**src/rtl/fetch_pkg.sv**
```systemverilog
// Shared types and constants for the instruction fetch stage.
package fetch_pkg;

  localparam int unsigned XLEN = 32;

  localparam logic [XLEN-1:0] INSTR_STEP = 32'd4;
  localparam logic [XLEN-1:0] HALT_WORD  = 32'h0;
  localparam logic [XLEN-1:0] ALIGN_MASK = 32'hFFFF_FFFC;

  typedef enum logic [1:0] {
    BOOT = 2'd0,
    RUN  = 2'd1,
    HALT = 2'd2
  } state_t;

endpackage

```
**src/rtl/if_id_reg.sv**
```systemverilog
// IF/ID pipeline register: flush clears valid and takes priority over load.
module if_id_reg
  import fetch_pkg::*;
(
  input  logic            clk,
  input  logic            rst_n,
  input  logic            load,
  input  logic            flush,
  input  logic [XLEN-1:0] instr_d,
  input  logic [XLEN-1:0] pc_d,
  output logic            valid,
  output logic [XLEN-1:0] instr,
  output logic [XLEN-1:0] pc
);

  always_ff @(posedge clk or negedge rst_n) begin
    if (!rst_n) begin
      valid <= 1'b0;
      instr <= '0;
      pc    <= '0;
    end else if (flush) begin
      valid <= 1'b0;
    end else if (load) begin
      valid <= 1'b1;
      instr <= instr_d;
      pc    <= pc_d;
    end
  end

endmodule

```
**src/rtl/fetch_unit.sv**
```systemverilog
// Instruction fetch stage: PC, BOOT/RUN/HALT control and IF/ID register.
// Define FETCH_MISALIGN_CHECK_EN to trap misaligned redirects into HALT.
module fetch_unit
  import fetch_pkg::*;
#(
  parameter logic [31:0] RESET_PC = 32'h0000_0000
) (
  input  logic            clk,
  input  logic            rst_n,
  output logic [XLEN-1:0] imem_addr,
  input  logic [XLEN-1:0] imem_rd,
  input  logic            redirect_valid,
  input  logic [XLEN-1:0] redirect_target,
  input  logic            id_ready,
  output logic            id_valid,
  output logic [XLEN-1:0] id_instr,
  output logic [XLEN-1:0] id_pc,
  output logic            halted
`ifdef FETCH_MISALIGN_CHECK_EN
  ,
  output logic            misalign_err
`endif
);

  state_t          state_q, state_d;
  logic [XLEN-1:0] pc_q, pc_d;
  logic            load, flush;
  logic            halted_q;
`ifdef FETCH_MISALIGN_CHECK_EN
  logic            misalign_q, misalign_d;
`endif

  always_ff @(posedge clk or negedge rst_n) begin
    if (!rst_n) begin
      state_q  <= BOOT;
      pc_q     <= RESET_PC;
      halted_q <= 1'b0;
`ifdef FETCH_MISALIGN_CHECK_EN
      misalign_q <= 1'b0;
`endif
    end else begin
      state_q  <= state_d;
      pc_q     <= pc_d;
      halted_q <= (state_d == HALT);
`ifdef FETCH_MISALIGN_CHECK_EN
      misalign_q <= misalign_d;
`endif
    end
  end

  // Next state, PC and IF/ID control; a redirect overrides everything else.
  always_comb begin
    state_d = state_q;
    pc_d    = pc_q;
    load    = 1'b0;
    flush   = 1'b0;
`ifdef FETCH_MISALIGN_CHECK_EN
    misalign_d = misalign_q;
`endif
    case (state_q)
      BOOT: state_d = RUN;
      RUN: begin
        if (!id_valid || id_ready) begin
          if (imem_rd == HALT_WORD) begin
            flush   = 1'b1;
            state_d = HALT;
          end else begin
            load = 1'b1;
            pc_d = pc_q + INSTR_STEP;
          end
        end
      end
      HALT: begin
        if (id_ready) flush = 1'b1;
      end
      default: state_d = BOOT;
    endcase

    if (redirect_valid) begin
      load  = 1'b0;
      flush = 1'b1;
`ifdef FETCH_MISALIGN_CHECK_EN
      if (redirect_target[1:0] != 2'b00) begin
        pc_d       = pc_q;
        state_d    = HALT;
        misalign_d = 1'b1;
      end else begin
        pc_d       = redirect_target;
        state_d    = RUN;
        misalign_d = 1'b0;
      end
`else
      pc_d    = redirect_target & ALIGN_MASK;
      state_d = RUN;
`endif
    end
  end

  if_id_reg u_if_id_reg (
    .clk     (clk),
    .rst_n   (rst_n),
    .load    (load),
    .flush   (flush),
    .instr_d (imem_rd),
    .pc_d    (pc_q),
    .valid   (id_valid),
    .instr   (id_instr),
    .pc      (id_pc)
  );

  assign imem_addr = pc_q;
  assign halted    = halted_q;
`ifdef FETCH_MISALIGN_CHECK_EN
  assign misalign_err = misalign_q;
`endif

endmodule

```
**config.mk**
```make
export PLATFORM = sky130hd
export DESIGN_NAME = fetch_unit
export DESIGN_NICKNAME = d
export VERILOG_FILES = /design/src/rtl/fetch_pkg.sv /design/src/rtl/if_id_reg.sv /design/src/rtl/fetch_unit.sv
export SDC_FILE = /design/constraint.sdc
export NUM_CORES = 1
export LEC_CHECK = 0
export ABC_AREA = 0
export CAP_MARGIN = 25
export CELL_PAD_IN_SITES_DETAIL_PLACEMENT = 0
export CELL_PAD_IN_SITES_GLOBAL_PLACEMENT = 1
export CORE_MARGIN = 2
export CORE_UTILIZATION = 37
export CTS_BUF_LIST = sky130_fd_sc_hd__clkbuf_4 sky130_fd_sc_hd__clkbuf_8 sky130_fd_sc_hd__clkbuf_16
export CTS_CLUSTER_SIZE = 28
export DETAILED_ROUTE_END_ITERATION = 7
export GPL_ROUTABILITY_DRIVEN = 1
export PLACE_DENSITY_LB_ADDON = 0.1
export SLEW_MARGIN = 20
export SYNTH_ARGS = -nofsm -noshare
export SYNTH_HDL_FRONTEND = slang
export SYNTH_SLANG_ARGS = --single-unit
```
**constraint.sdc**
```tcl
create_clock -name clk -period 2.9 [get_ports clk]
set_clock_uncertainty 0.1 [all_clocks]
set_input_delay 0.29 -clock clk [delete_from_list [all_inputs] [get_ports clk]]
set_output_delay 0.29 -clock clk [all_outputs]
set_load 0.05 [all_outputs]
```
==> results of run 1 <==
[cells in the final DEF, fill, tap and decap left out, types with 9 or more instances in the layout]
cell / instances
a31oi_1: 26
buf_4: 12
clkbuf_16: 9
clkdlybuf4s50_1: 158
dfrtp_1: 96
mux2_2: 57
nand2_1: 20
nand3_1: 13
nand4_1: 12
nor2_1: 33
o31ai_1: 20
or4_1: 25
[final timing paths]
path,startpoint,to,slack (ns)
max in group asynchronous,rst_n,u_if_id_reg.instr[14],1.69
min in group clk,u_if_id_reg.pc[25],u_if_id_reg.pc[25],0.39
worst min register to register,u_if_id_reg.pc[25],u_if_id_reg.pc[25],0.39
worst max-delay path,imem_rd[6],u_if_id_reg.instr[22],0.48
worst min-delay path,rst_n,u_if_id_reg.instr[29],0.33
worst max register to register,imem_addr[14],imem_addr[30],0.64
[flip-flops by register name (all words and copies together), names as in the netlist]
name	flops
state_q	2
halted	1
u_if_id_reg.instr	32
u_if_id_reg.pc	30
u_if_id_reg.valid	1
imem_addr	30
[per-stage QoR]
stage | power [mW] | util, %
2_1_floorplan | 2.54 | -
3_3_place_gp | 3.09 | 53.1
3_5_place_dp | 3.11 | 53.1
4_1_cts | 4.26 | 55.5
5_1_grt | 4.40 | 55.5
6_report | 4.20 | 55.5
[area by class of cell]
| type | instances | area (µm²) | area share, % |
|---|---|---|---|
| inverter | 7 | 26.3 | 0.393 |
| clock buffer | 12 | 260 | 3.89 |
| sequential | 96 | 2400 | 35.9 |
| timing repair buffer | 176 | 1780 | 26.6 |
| tap | 168 | 210 | 3.14 |
| clock inverter | 3 | 17.5 | 0.262 |
| multi-input combinational | 269 | 1990 | 29.8 |
[critical path, stage by stage]
cell,delay [ns]
clkdlybuf4s50_1,0.42
nor4_1,0.43
nand2_1,0.19
or4_4,0.50
nand3_4,0.15
buf_12,0.20
mux2_2,0.35
[cells by family after synthesis]
logic type,count (synthesis),synth area share [%]
and+or+nand+nor,137,17.6
muxes,62,15.2
other,1,0.0817
buffers and inverters,34,4.58
adders and majority gates,5,1.36
AOI/OAI and AO/OA,61,8.86
DFF,96,52.3
[power breakdown]
group          total [mW]  switching [mW]  internal, mW
Combinational        1.43           0.888         0.538
Sequential           1.65           0.137          1.51
Clock                1.13           0.498         0.630
[repair_timing]
item                      CTS  global route
resized for setup           0             0
hold endpoints to repair   32             0
hold buffers                1             0
[routing by layer]
layer | routed length, µm | vias to the layer above
met5 | 0 | -
met4 | 221 | 0
met3 | 707 | 13
met2 | 5940 | 117
met1 | 5340 | 1863
li1 | - | 1828
==> results_dict.tcl, run 1 <==
set metrics [dict create \
    slew_headroom_pct 58.0 \
    cts_root_buf "clkbuf_16" \
    use_met2_pct 29.9 \
    drcViolationCount 0 \
    nets 632 \
    area_growth_pct 45.7 \
    drt_iter0_markers 162 \
    synth.distinct_cells 36 \
    die_area_mm2 0.0133 \
    rsz0062_at_grt "false" \
    finalInstanceArea_mm2 0.00669 \
    ys.flop_type "dfrtp_1" \
    status "completed" \
    fin_ws_ns 0.485 \
    io_buffers 159 \
    place_ws_ns 0.128 \
    p_per_area_mw_per_mm2 628 \
    yosys-top-cells-count "dfrtp_1 (96), mux2_2 (57), nor2_1 (33), a31oi_1 (26), or4_1 (25)" \
    cts.sinks 96 \
    maxCapViolCount 0 \
    hold_viol_final 0 \
    die_x_um 115 \
    synth_top_area_share_pct 52.3 \
    slew_viol_final 0 \
    reg2regPathDepth 5 \
    grt_usage_pct 18.8 \
    p_leak_nw 2.62 \
    ant_nets 0 \
    grt_max_degree 56 \
    required_ns 3.03 \
    syn_area_mm2 0.00459 \
    fillerInstances 1100 \
    rows 40 \
    dpl_cell_area_mm2 0.00640 \
    post_cts_buffers 0 \
    grt_pass1_wl_mm 19.2 \
    final_cells 731 \
    yosysMostFrequentCell "dfrtp_1" \
    antenna_found_initial 0 \
    grt_overflow 0 \
    n_antenna_cell 0 \
    crit_fanout 22 \
    cts_buffer_depth 2 \
    gp_congestion 0.772 \
    timing.fmax_mhz 414 \
    synth_edf_count 0 \
    setup_tns_ns 0 \
    period_share_pct 83.3 \
    cp.arrival_ns 2.55 \
    grt_pass1_vias 3677 \
    async_reset_ff_share_pct 100 \
    cts_tree "done" \
    layout-drive-gt1-share_pct 17.2 \
    vias_per_cell 5.23 \
    tightestPinTransition_ns 0.625 \
    yosys-top-cells-area "dfrtp_1 (52%), mux2_2 (14%), or4_1 (4.1%)" \
    die_h_um 115 \
    ios 166 \
    clk_pin_slew_worst_paths_ns 0.06 \
    dp.cells 715 \
    clk_latency_ns 0.35 \
    core_mm2 0.0121 \
    period_needed_ns 2.42 \
    startpoint_type "primary input" \
    avgSynthCellArea_um2 11.6 \
    use_met3_pct 4.85 \
    ys.warnings.count 0 \
    wire_per_inst_um 16.7 \
    start_util_pct 38.1 \
    yosysSeqAreaShare_pct 52.3 \
    wl_mm 12.2 \
    first_pass_iters 4 \
    path_class "in -> reg" \
    busiest_layer "met2" \
    yosys_register_bits 96 \
    vias 3821 \
    critPathCaptureType "register" \
    finalSetupViolCount 0 \
    numCtsBuffers 9 \
    yosys.area.top_type "dfrtp_1" \
    dp_hpwl_mm 8.86 \
    grtUsageMet1_pct 24.2 \
    htree_num_levels 3 \
    hold_slack_ns 0.329 \
    ir_drop_uv 434 \
    synthCells 396 \
    hp-class "in -> async" \
]
Note: power is estimated with default switching activity, not from simulation.
==> run 2: changes to the inputs <==
--- a/config.mk
+++ b/config.mk
@@ -10,7 +10,7 @@
 export CELL_PAD_IN_SITES_DETAIL_PLACEMENT = 0
 export CELL_PAD_IN_SITES_GLOBAL_PLACEMENT = 1
 export CORE_MARGIN = 2
-export CORE_UTILIZATION = 37
+export CORE_UTILIZATION = 31
 export CTS_BUF_LIST = sky130_fd_sc_hd__clkbuf_4 sky130_fd_sc_hd__clkbuf_8 sky130_fd_sc_hd__clkbuf_16
 export CTS_CLUSTER_SIZE = 28
 export DETAILED_ROUTE_END_ITERATION = 7
==> constraint.sdc (replaced) <==
create_clock -name clk -period 2.2 [get_ports clk]
set_clock_uncertainty 0.1 [all_clocks]
set_input_delay 0.22 -clock clk [delete_from_list [all_inputs] [get_ports clk]]
set_output_delay 0.22 -clock clk [all_outputs]
set_load 0.05 [all_outputs]
==> results_dict.tcl, run 2 (synthesized netlist as in run 1, its figures left out) <==
set metrics [dict create \
    status "completed" \
    startpoint_type "primary input" \
    grt_usage_pct 17.0 \
    required_ns 2.34 \
    clk_latency_ns 0.35 \
    clockPowerShare_pct 28.1 \
    dp_hpwl_mm 9.65 \
    clk_pin_slew_worst_paths_ns 0.07 \
    htree_num_levels 3 \
    fillerInstances 1329 \
    gp_congestion 0.772 \
    tightestPinTransition_ns 0.556 \
    crit_buf_inv 3 \
    period_share_pct 95.5 \
    cts_root_buf "clkbuf_16" \
    place_ws_ns -0.460 \
    dp.cells 758 \
    ant_nets 0 \
    ios 166 \
    pwr-share-seq_pct 37.0 \
    antenna_found_initial 0 \
    core_mm2 0.0145 \
    multiInputGateArea_mm2 0.00208 \
    slew_viol_final 0 \
    grt_max_degree 97 \
    period_needed_ns 2.10 \
    fin_ws_ns 0.0990 \
    vias 3979 \
    regArea_mm2 0.00241 \
    cts_buffer_depth 2 \
    die_h_um 126 \
    critPathCaptureType "register" \
    area_growth_pct 57.7 \
    die_x_um 126 \
    setup_tns_ns 0 \
    final_common_cell "clkdlybuf4s50_1" \
    io_buffers 159 \
    finalInstanceArea_mm2 0.00724 \
    layout-drive-gt1-share_pct 25.4 \
    start_util_pct 31.7 \
    ir_drop_uv 360 \
    cp_slowest_stage_delay_ns 0.45 \
    dpl_cell_area_mm2 0.00665 \
    p_leak_nw 3.12 \
    wl_mm 13.9 \
    drt_iter0_markers 189 \
    n_antenna_cell 0 \
    die_area_mm2 0.0158 \
    p_sw_share_pct 36.3 \
    final_cell_mix "clkdlybuf4s50_1 (127), dfrtp_1 (89), mux2_2 (57)" \
    grt_pass1_wl_mm 21.2 \
    grt_pass1_vias 3968 \
    largest_register_ffs 32 \
    cpLargestDelayFamily "simple AND/OR/NAND/NOR gates" \
    hold_viol_final 0 \
    slew_headroom_pct 62.8 \
    wire_per_inst_um 17.8 \
    crit_fanout 8 \
    cp_cell_sequence "dlygate4sd2_1 -> nor4_2 -> buf_4 -> nand2_2 -> or4_4 -> nand3_4 -> clkbuf_16 -> mux2_2" \
    first_pass_iters 4 \
    p_per_area_mw_per_mm2 798 \
    cts.sinks 96 \
    maxCapViolCount 0 \
    regMostFlops "u_if_id_reg.instr" \
    path_class "in -> reg" \
    power_switching_mw 2.10 \
    drcViolationCount 0 \
    rows 44 \
    p_int_mw 3.68 \
    rsz0062_at_grt "false" \
    nets 666 \
    cp.arrival_ns 2.24 \
    final_cells 782 \
    timing.fmax_mhz 476 \
    numCtsBuffers 9 \
    cp_slowest_cell "or4_4" \
    cts_tree "done" \
    hp-class "in -> reg" \
    grt_overflow 0 \
    combinationalPowerShare_pct 35.0 \
    finalSetupViolCount 0 \
    vias_per_cell 5.09 \
]
==> run 2: cell types whose count changed in the layout (fill, tap and decap cells not counted), moves of 2 or more <==
| cell | previous run | this run |
|---|---|---|
| nor4_1 | 8 | 0 |
| clkinv_4 | 0 | 2 |
| dlymetal6s2s_1 | 0 | 30 |
| buf_6 | 0 | 2 |
| clkbuf_16 | 9 | 12 |
| buf_4 | 12 | 39 |
| dfrtp_1 | 96 | 89 |
| clkdlybuf4s50_1 | 158 | 127 |
| dfrtp_2 | 0 | 7 |
| nor4_2 | 0 | 8 |
==> run 2: power groups by stage <==
| stage | clock network, mW | logic (mW) | registers [mW] |
|---|---|---|---|
| finish | 1.62 | 2.02 | 2.14 |
| global route | 1.73 | 2.12 | 2.17 |
| CTS | 1.66 | 2.01 | 2.14 |
| detailed placement | 0 | 2.00 | 2.17 |
| global placement | 0 | 1.99 | 2.17 |
| floorplan | 0 | 0.355 | 3.00 |
==> run 2: what timing repair did <==
action / CTS / global route
pin swaps: 1 / 16
setup endpoints to repair: 62 / 72
hold buffers: 1 / 0
resized for setup: 5 / 44
endpoints found under the hold margin: 96 / 0
gates cloned: 0 / 5
setup buffers: 2 / 0
==> run 2: layer usage <==
layer  track usage, %  vias to the layer above  share of wire, %
met5                0                        -                 0
met4             4.77                        0               1.2
met3             3.95                       12               4.3
met2             28.6                       96                50
met1             22.0                     1976                45
li1                 -                     1895                 -
==> run 2: cell type report <==
class / instances / area share, %
timing repair buffer: 210 / 30.3
clock buffer: 10 / 3.30
inverter: 7 / 0.363
tap: 184 / 3.18
clock inverter: 6 / 0.916
sequential: 96 / 33.3
multi-input combinational: 269 / 28.7
==> run 2: worst paths after layout <==
check / start / endpoint / slack, ns / cells past startpoint
max: imem_rd[6] / u_if_id_reg.pc[28] / 0.1 / 8
min: imem_rd[28] / u_if_id_reg.instr[28] / 0.04 / 2
max reg2reg: state_q[1] / u_if_id_reg.pc[25] / 0.1 / 7
min reg2reg: u_if_id_reg.pc[25] / u_if_id_reg.pc[25] / 0.40 / 1
max in group asynchronous: rst_n / imem_addr[14] / 1.18 / 3
min in group asynchronous: rst_n / u_if_id_reg.instr[2] / 0.35 / 3
==> run 2: through the flow <==
stage	total power [mW]	hold slack [ns]	util (%)
6_report	5.78	0.0440	50.0
5_1_grt	6.02	0.0456	50.0
4_1_cts	5.81	0.175	48.3
3_5_place_dp	4.17	0.231	45.9
3_3_place_gp	4.16	0.232	45.9
2_1_floorplan	3.35	-0.176	-
==> run 2: worst reg2reg max path: cells and delay by family (launching register included) <==
| family | cells | cell delay, ns |
|---|---|---|
| AND/OR/NAND/NOR | 2 | 0.40 |
| flip-flops | 1 | 0.43 |
| multiplexers | 1 | 0.31 |
| adder cells (fa/ha/maj) | 1 | 0.22 |
| buffers and inverters | 3 | 0.54 |
==> variant 1, RTL diff (config.mk and constraints of run 2) <==
Change the package constant `XLEN` from 32 to 64.
--- a/src/rtl/fetch_pkg.sv
+++ b/src/rtl/fetch_pkg.sv
@@ -1,7 +1,7 @@
 // Shared types and constants for the instruction fetch stage.
 package fetch_pkg;
 
-  localparam int unsigned XLEN = 32;
+  localparam int unsigned XLEN = 64;
 
   localparam logic [XLEN-1:0] INSTR_STEP = 32'd4;
   localparam logic [XLEN-1:0] HALT_WORD  = 32'h0;
Interface: changed (5 resized); port bits go from 166 to 326. No check against the original RTL was run, so the function may have changed too.
==> variant 1 against run 2 <==
- total power up 80%
- setup slack worse by 0.074 ns
- critical path depth up 1
- wire length up 130%
- core utilization up 4.1 points
- sequential cell count up 96
- cell area up 110%
- synthesized area up 94%
- count of clock-buffer cells in the layout up 8
- highest routed layer unchanged
==> variant 1: results (changes against run 2) <==
| Metric | Value |
|---|---|
| Clock latency on the worst-skew pair | `0.43 ns (was 0.35 ns)` |
| Final wirelength | `32.33 mm (was 13.93 mm)` |
| Routability cong. | `0.7695 (was 0.7724)` |
| Largest net degree at the start of global routing | `51 (was 97)` |
| Relative slew slack | `0.6114 (was 0.6281)` |
| Hold Startpoint | `imem_rd[28] (unchanged)` |
| Comb pwr share | `0.303 (was 0.350)` |
| Worst path arrival time | `2.40 ns (was 2.24 ns)` |
| TritonCTS Buffers | `17 (was 9)` |
| Initial antenna violation count | `1 (was 0)` |
| First-pass GRT wire length | `49.41 mm (was 21.24 mm)` |
| DRT iter0 DRCs | `418 (was 189)` |
| Vias in the first global route | `8419 (was 3968)` |
| Filler Cells Inserted | `2550 (was 1329)` |
| Peak VDD IR | `515.8 uV (was 359.5 uV)` |
| Post-synthesis sequential area ratio | `0.5396 (was 0.5232)` |
| Max H-tree Level | `4 (was 3)` |
| Most frequent cells after synthesis | `dfrtp_1 (192), mux2_2 (113), or4_1 (41) (was dfrtp_1 (96), mux2_2 (57), nor2_1 (33))` |
| DP HPWL | `21.32 mm (was 9.652 mm)` |
| Post-placement setup slack | `-0.9026 ns (was -0.4599 ns)` |
| CP max stage cell | `or4_4 (unchanged)` |
| Final #Nets | `1372 (was 666)` |
| Leak | `6.349 nW (was 3.119 nW)` |
| Synth area leaders | `dfrtp_1 (54%), mux2_2 (14%), or4_1 (3.5%) (was dfrtp_1 (52%), mux2_2 (14%), or4_1 (4.1%))` |
| Worst hold path class | `primary input to flop (unchanged)` |
| Mux cell area share after synthesis | `0.1657 (was 0.1520)` |
| Max incr delay on CP | `0.61 ns (was 0.45 ns)` |
| Biggest register | `u_if_id_reg.instr (unchanged)` |
| Top delay family on crit path | `simple AND/OR/NAND/NOR gates (unchanged)` |
| Ys Warns | `0 (unchanged)` |
| Post-route insts no fill | `1633 (was 782)` |
| Outcome | `finished, final reports clean (unchanged)` |
| Maximum clock path buffer count | `2 (unchanged)` |
| Cell count after synthesis | `764 (was 396)` |
| P_seq | `0.00402 W (was 0.00214 W)` |
| Post-synthesis adder-cell area fraction | `0.007026 (was 0.01362)` |
| GRT Total Usage | `0.2118 (was 0.1700)` |
| Async set-reset flop share out of synthesis | `1.000 (unchanged)` |
| Min Tclk post-route | `2.175 ns (was 2.101 ns)` |
| First drt pass iteration count | `5 (was 4)` |
| IO buf count | `287 (was 159)` |
| Critical Path Start | `imem_rd[40] (was imem_rd[6])` |
| Worst-path clk slew | `0.09 ns (was 0.07 ns)` |
| Share of layout cells above drive strength 1 | `0.3870 (was 0.2542)` |
| Yosys cell types | `46 (was 36)` |
| Max reg flops | `64 (was 32)` |
| FF-to-FF Start | `state_q[1] (unchanged)` |
| Post-Place Cells | `1533 (was 758)` |
| Xor/xnor share of the synthesized area | `0 (unchanged)` |
| Via density | `5.023 (was 5.088)` |
| Crit path max fanout | `7 (was 8)` |
| Compound-Gate Fraction of Synth Area | `0.08685 (was 0.08856)` |
| Psw | `0.003656 W (was 0.002098 W)` |
| CTS Root Cell | `clkbuf_16 (unchanged)` |
| CTS tree | `yes (unchanged)` |
[variant 1: stage by stage]
step / util / hold slack [ns] / instance area, um2 / power [W]
6_report: 0.5410 / 0.006782 / 15400 / 0.01041
5_1_grt: 0.5410 / -0.0002293 / 15400 / 0.01084
4_1_cts: 0.5265 / 0.01558 / 14990 / 0.01046
3_5_place_dp: 0.4704 / 0.06875 / 13390 / 0.006971
3_3_place_gp: 0.4704 / 0.07263 / 13390 / 0.006965
2_1_floorplan: - / -0.1756 / 9010 / 0.005708
[variant 1: final timing paths]
kind	endpoint	slack, ns	depth (start not counted)
min in group asynchronous	u_if_id_reg.pc[38]	0.16	2
worst min register to register	u_if_id_reg.pc[22]	0.39	1
worst min-delay path	u_if_id_reg.instr[28]	0.007	3
worst max-delay path	u_if_id_reg.instr[15]	0.03	9
worst max register to register	u_if_id_reg.instr[15]	0.04	9
max in group asynchronous	imem_addr[41]	1.15	3
[variant 1: area by class of cell]
class / instances / share of cell area
Antenna cell: 1 / 0.0001625
Clock buffer: 18 / 0.02810
Clock inverter: 14 / 0.01105
Inverter: 8 / 0.001949
Multi-Input combinational cell: 517 / 0.2853
Sequential cell: 192 / 0.3155
Tap cell: 384 / 0.03119
Timing Repair Buffer: 499 / 0.3268
[variant 1: layer usage]
layer	share of wire	up-vias	global-route usage	routed length, um
met2	0.48	266	0.3437	15490
met1	0.44	4081	0.2786	14120
li1	-	3842	-	-
met4	0.0070	0	0.04061	226
met3	0.077	14	0.06908	2501
met5	0	-	0	0
[variant 1: what timing repair did]
action / CTS / global route
endpoints found under the hold margin: 162 / 14
pin swaps: 19 / 28
hold buffers: 8 / 14
resized for setup: 194 / 109
cloned: 13 / 4
buffers inserted: 30 / 8
setup endpoints to repair: 191 / 178
==> variant 2, RTL diff (settings of run 2) <==
Without the edit above. Reset style: synchronous (`rst_n`), changed in 2 clocked blocks.
--- a/src/rtl/if_id_reg.sv
+++ b/src/rtl/if_id_reg.sv
@@ -13,7 +13,7 @@
   output logic [XLEN-1:0] pc
 );
 
-  always_ff @(posedge clk or negedge rst_n) begin
+  always_ff @(posedge clk) begin
     if (!rst_n) begin
       valid <= 1'b0;
       instr <= '0;
--- a/src/rtl/fetch_unit.sv
+++ b/src/rtl/fetch_unit.sv
@@ -30,7 +30,7 @@
   logic            misalign_q, misalign_d;
 `endif
 
-  always_ff @(posedge clk or negedge rst_n) begin
+  always_ff @(posedge clk) begin
     if (!rst_n) begin
       state_q  <= BOOT;
       pc_q     <= RESET_PC;
Function: differs if rst_n is asserted again (counterexample within 4 cycles, from zero or initial values and one cycle with rst_n low); with rst_n held inactive, the same outputs for 10 cycles.
==> variant 2 against run 2 <==
- synthesized area down 6.3%
- wire length shrank 4.9%
- synthesized cell count up 33%
- die area fell by 6.1%
- cell area shrank 5.4%
- via count up 12%
- worst hold slack gained 0.19 ns
- setup slack improved by 0.019 ns
- sequential cell count is the same
- critical endpoint is now halted
Power is not compared: it rests on default switching activity, and its combinational part moved more than twofold at a synthesized area within 25%.
==> variant 2: results (changes against run 2) <==
| Metric | Value |
|---|---|
| Final hold slack | `0.2331 ns (was 0.04404 ns)` |
| First-pass GRT wire length | `20.82 mm (was 21.24 mm)` |
| Synth area leaders | `dfxtp_1 (45%), o21ai_0 (11%), nand3_1 (8.4%) (was dfrtp_1 (52%), mux2_2 (14%), or4_1 (4.1%))` |
| GRT Total Usage | `0.1750 (was 0.1700)` |
| Ant. Diodes | `0 (unchanged)` |
| DR WL met2 | `6.235 mm (was 6.906 mm)` |
| Wl on met1 | `5.963 mm (was 6.258 mm)` |
| Hold Startpoint | `rst_n (was imem_rd[28])` |
| Met3 Use GR | `0.03558 (was 0.03951)` |
| Cell count after synthesis | `527 (was 396)` |
| Share of layout cells above drive strength 1 | `0.1469 (was 0.2542)` |
| DRT iter0 DRCs | `254 (was 189)` |
| CTS resizes | `4 (was 5)` |
| Final wirelength | `13.25 mm (was 13.93 mm)` |
| First drt pass iteration count | `6 (was 4)` |
| Worst r2r dst | `imem_addr[31] (was u_if_id_reg.pc[25])` |
| Via density | `4.997 (was 5.088)` |
| Initial antenna violation count | `0 (unchanged)` |
| Worst path arrival time | `2.26 ns (was 2.24 ns)` |
| Crit path max fanout | `9 (was 8)` |
| CP max stage cell | `clkdlybuf4s50_1 (was or4_4)` |
| Max H-tree Level | `3 (unchanged)` |
| Routability cong. | `0.8070 (was 0.7724)` |
| Outcome | `finished, final reports clean (unchanged)` |
| Post-placement setup slack | `-0.3489 ns (was -0.4599 ns)` |
| Area after DPL | `6415 um2 (was 6645 um2)` |
| Reg2reg path depth | `6 (was 7)` |
| Post-Place Cells | `876 (was 758)` |
| Setup Fix Bufs, Post-CTS | `0 (was 2)` |
| Met3 WL | `811 um (was 601 um)` |
| Yosys cell types | `49 (was 36)` |
| Min Tclk post-route | `2.082 ns (was 2.101 ns)` |
| Worst Max-Slew Pin Slew | `0.5438 ns (was 0.5561 ns)` |
| Post-synthesis sequential area ratio | `0.4468 (was 0.5232)` |
| GR Util met1 | `0.2244 (was 0.2200)` |
| GR Util met2 | `0.2867 (was 0.2859)` |
| Hold path cells | `3 (was 2)` |
| Final #Nets | `783 (was 666)` |
| Most frequent cells after synthesis | `dfxtp_1 (96), o21ai_0 (94), nand2_1 (73) (was dfrtp_1 (96), mux2_2 (57), nor2_1 (33))` |
| Worst Setup EP | `halted (was u_if_id_reg.pc[28])` |
| FF-to-FF Start | `imem_addr[10] (was state_q[1])` |
| Filler Cells Inserted | `1332 (was 1329)` |
| Vias in the first global route | `4319 (was 3968)` |
| Avg WL per Cell | `14.81 um (was 17.81 um)` |
| P_comb | `0.000980 W` |
| Hold path endpoint | `imem_addr[28] (was u_if_id_reg.instr[28])` |
| Async set-reset flop share out of synthesis | `0 (was 1.000)` |
| Critical Path Start | `imem_rd[19] (was imem_rd[6])` |
| Top delay family on crit path | `buffers and inverters (was simple AND/OR/NAND/NOR gates)` |
| DP HPWL | `9.535 mm (was 9.652 mm)` |
| Largest net degree at the start of global routing | `67 (was 97)` |
| Max reg flops | `32 (unchanged)` |
| FF-to-FF setup slack | `0.16 ns (was 0.1 ns)` |
==> variant 2: cells by family (layout without fill, tap and decap cells) <==
| family | Yosys count | in the layout | share of synthesized area |
|---|---|---|---|
| AND/OR/NAND/NOR | 200 | 200 | 0.2414 |
| XOR/XNOR | 16 | 16 | 0.03258 |
| AO/OA/AOI/OAI | 155 | 155 | 0.2083 |
| multiplexers | 2 | 2 | 0.004654 |
| other | 1 | 4 | 0.0008718 |
| adder cells (fa/ha/maj) | 5 | 5 | 0.01454 |
| buffers and inverters | 52 | 237 | 0.05090 |
| flip-flops | 96 | 96 | 0.4468 |
==> variant 2: layout make-up <==
cell class	count	area, um2	share of cell area
multi-input cells	382	2240	0.3271
repair buffers	214	2090	0.3051
flip-flops and latches	96	1942	0.2836
clock buffers	10	232.7	0.03398
well taps	180	225.2	0.03289
clock inverters	6	92.59	0.01352
inverters	7	26.28	0.003837
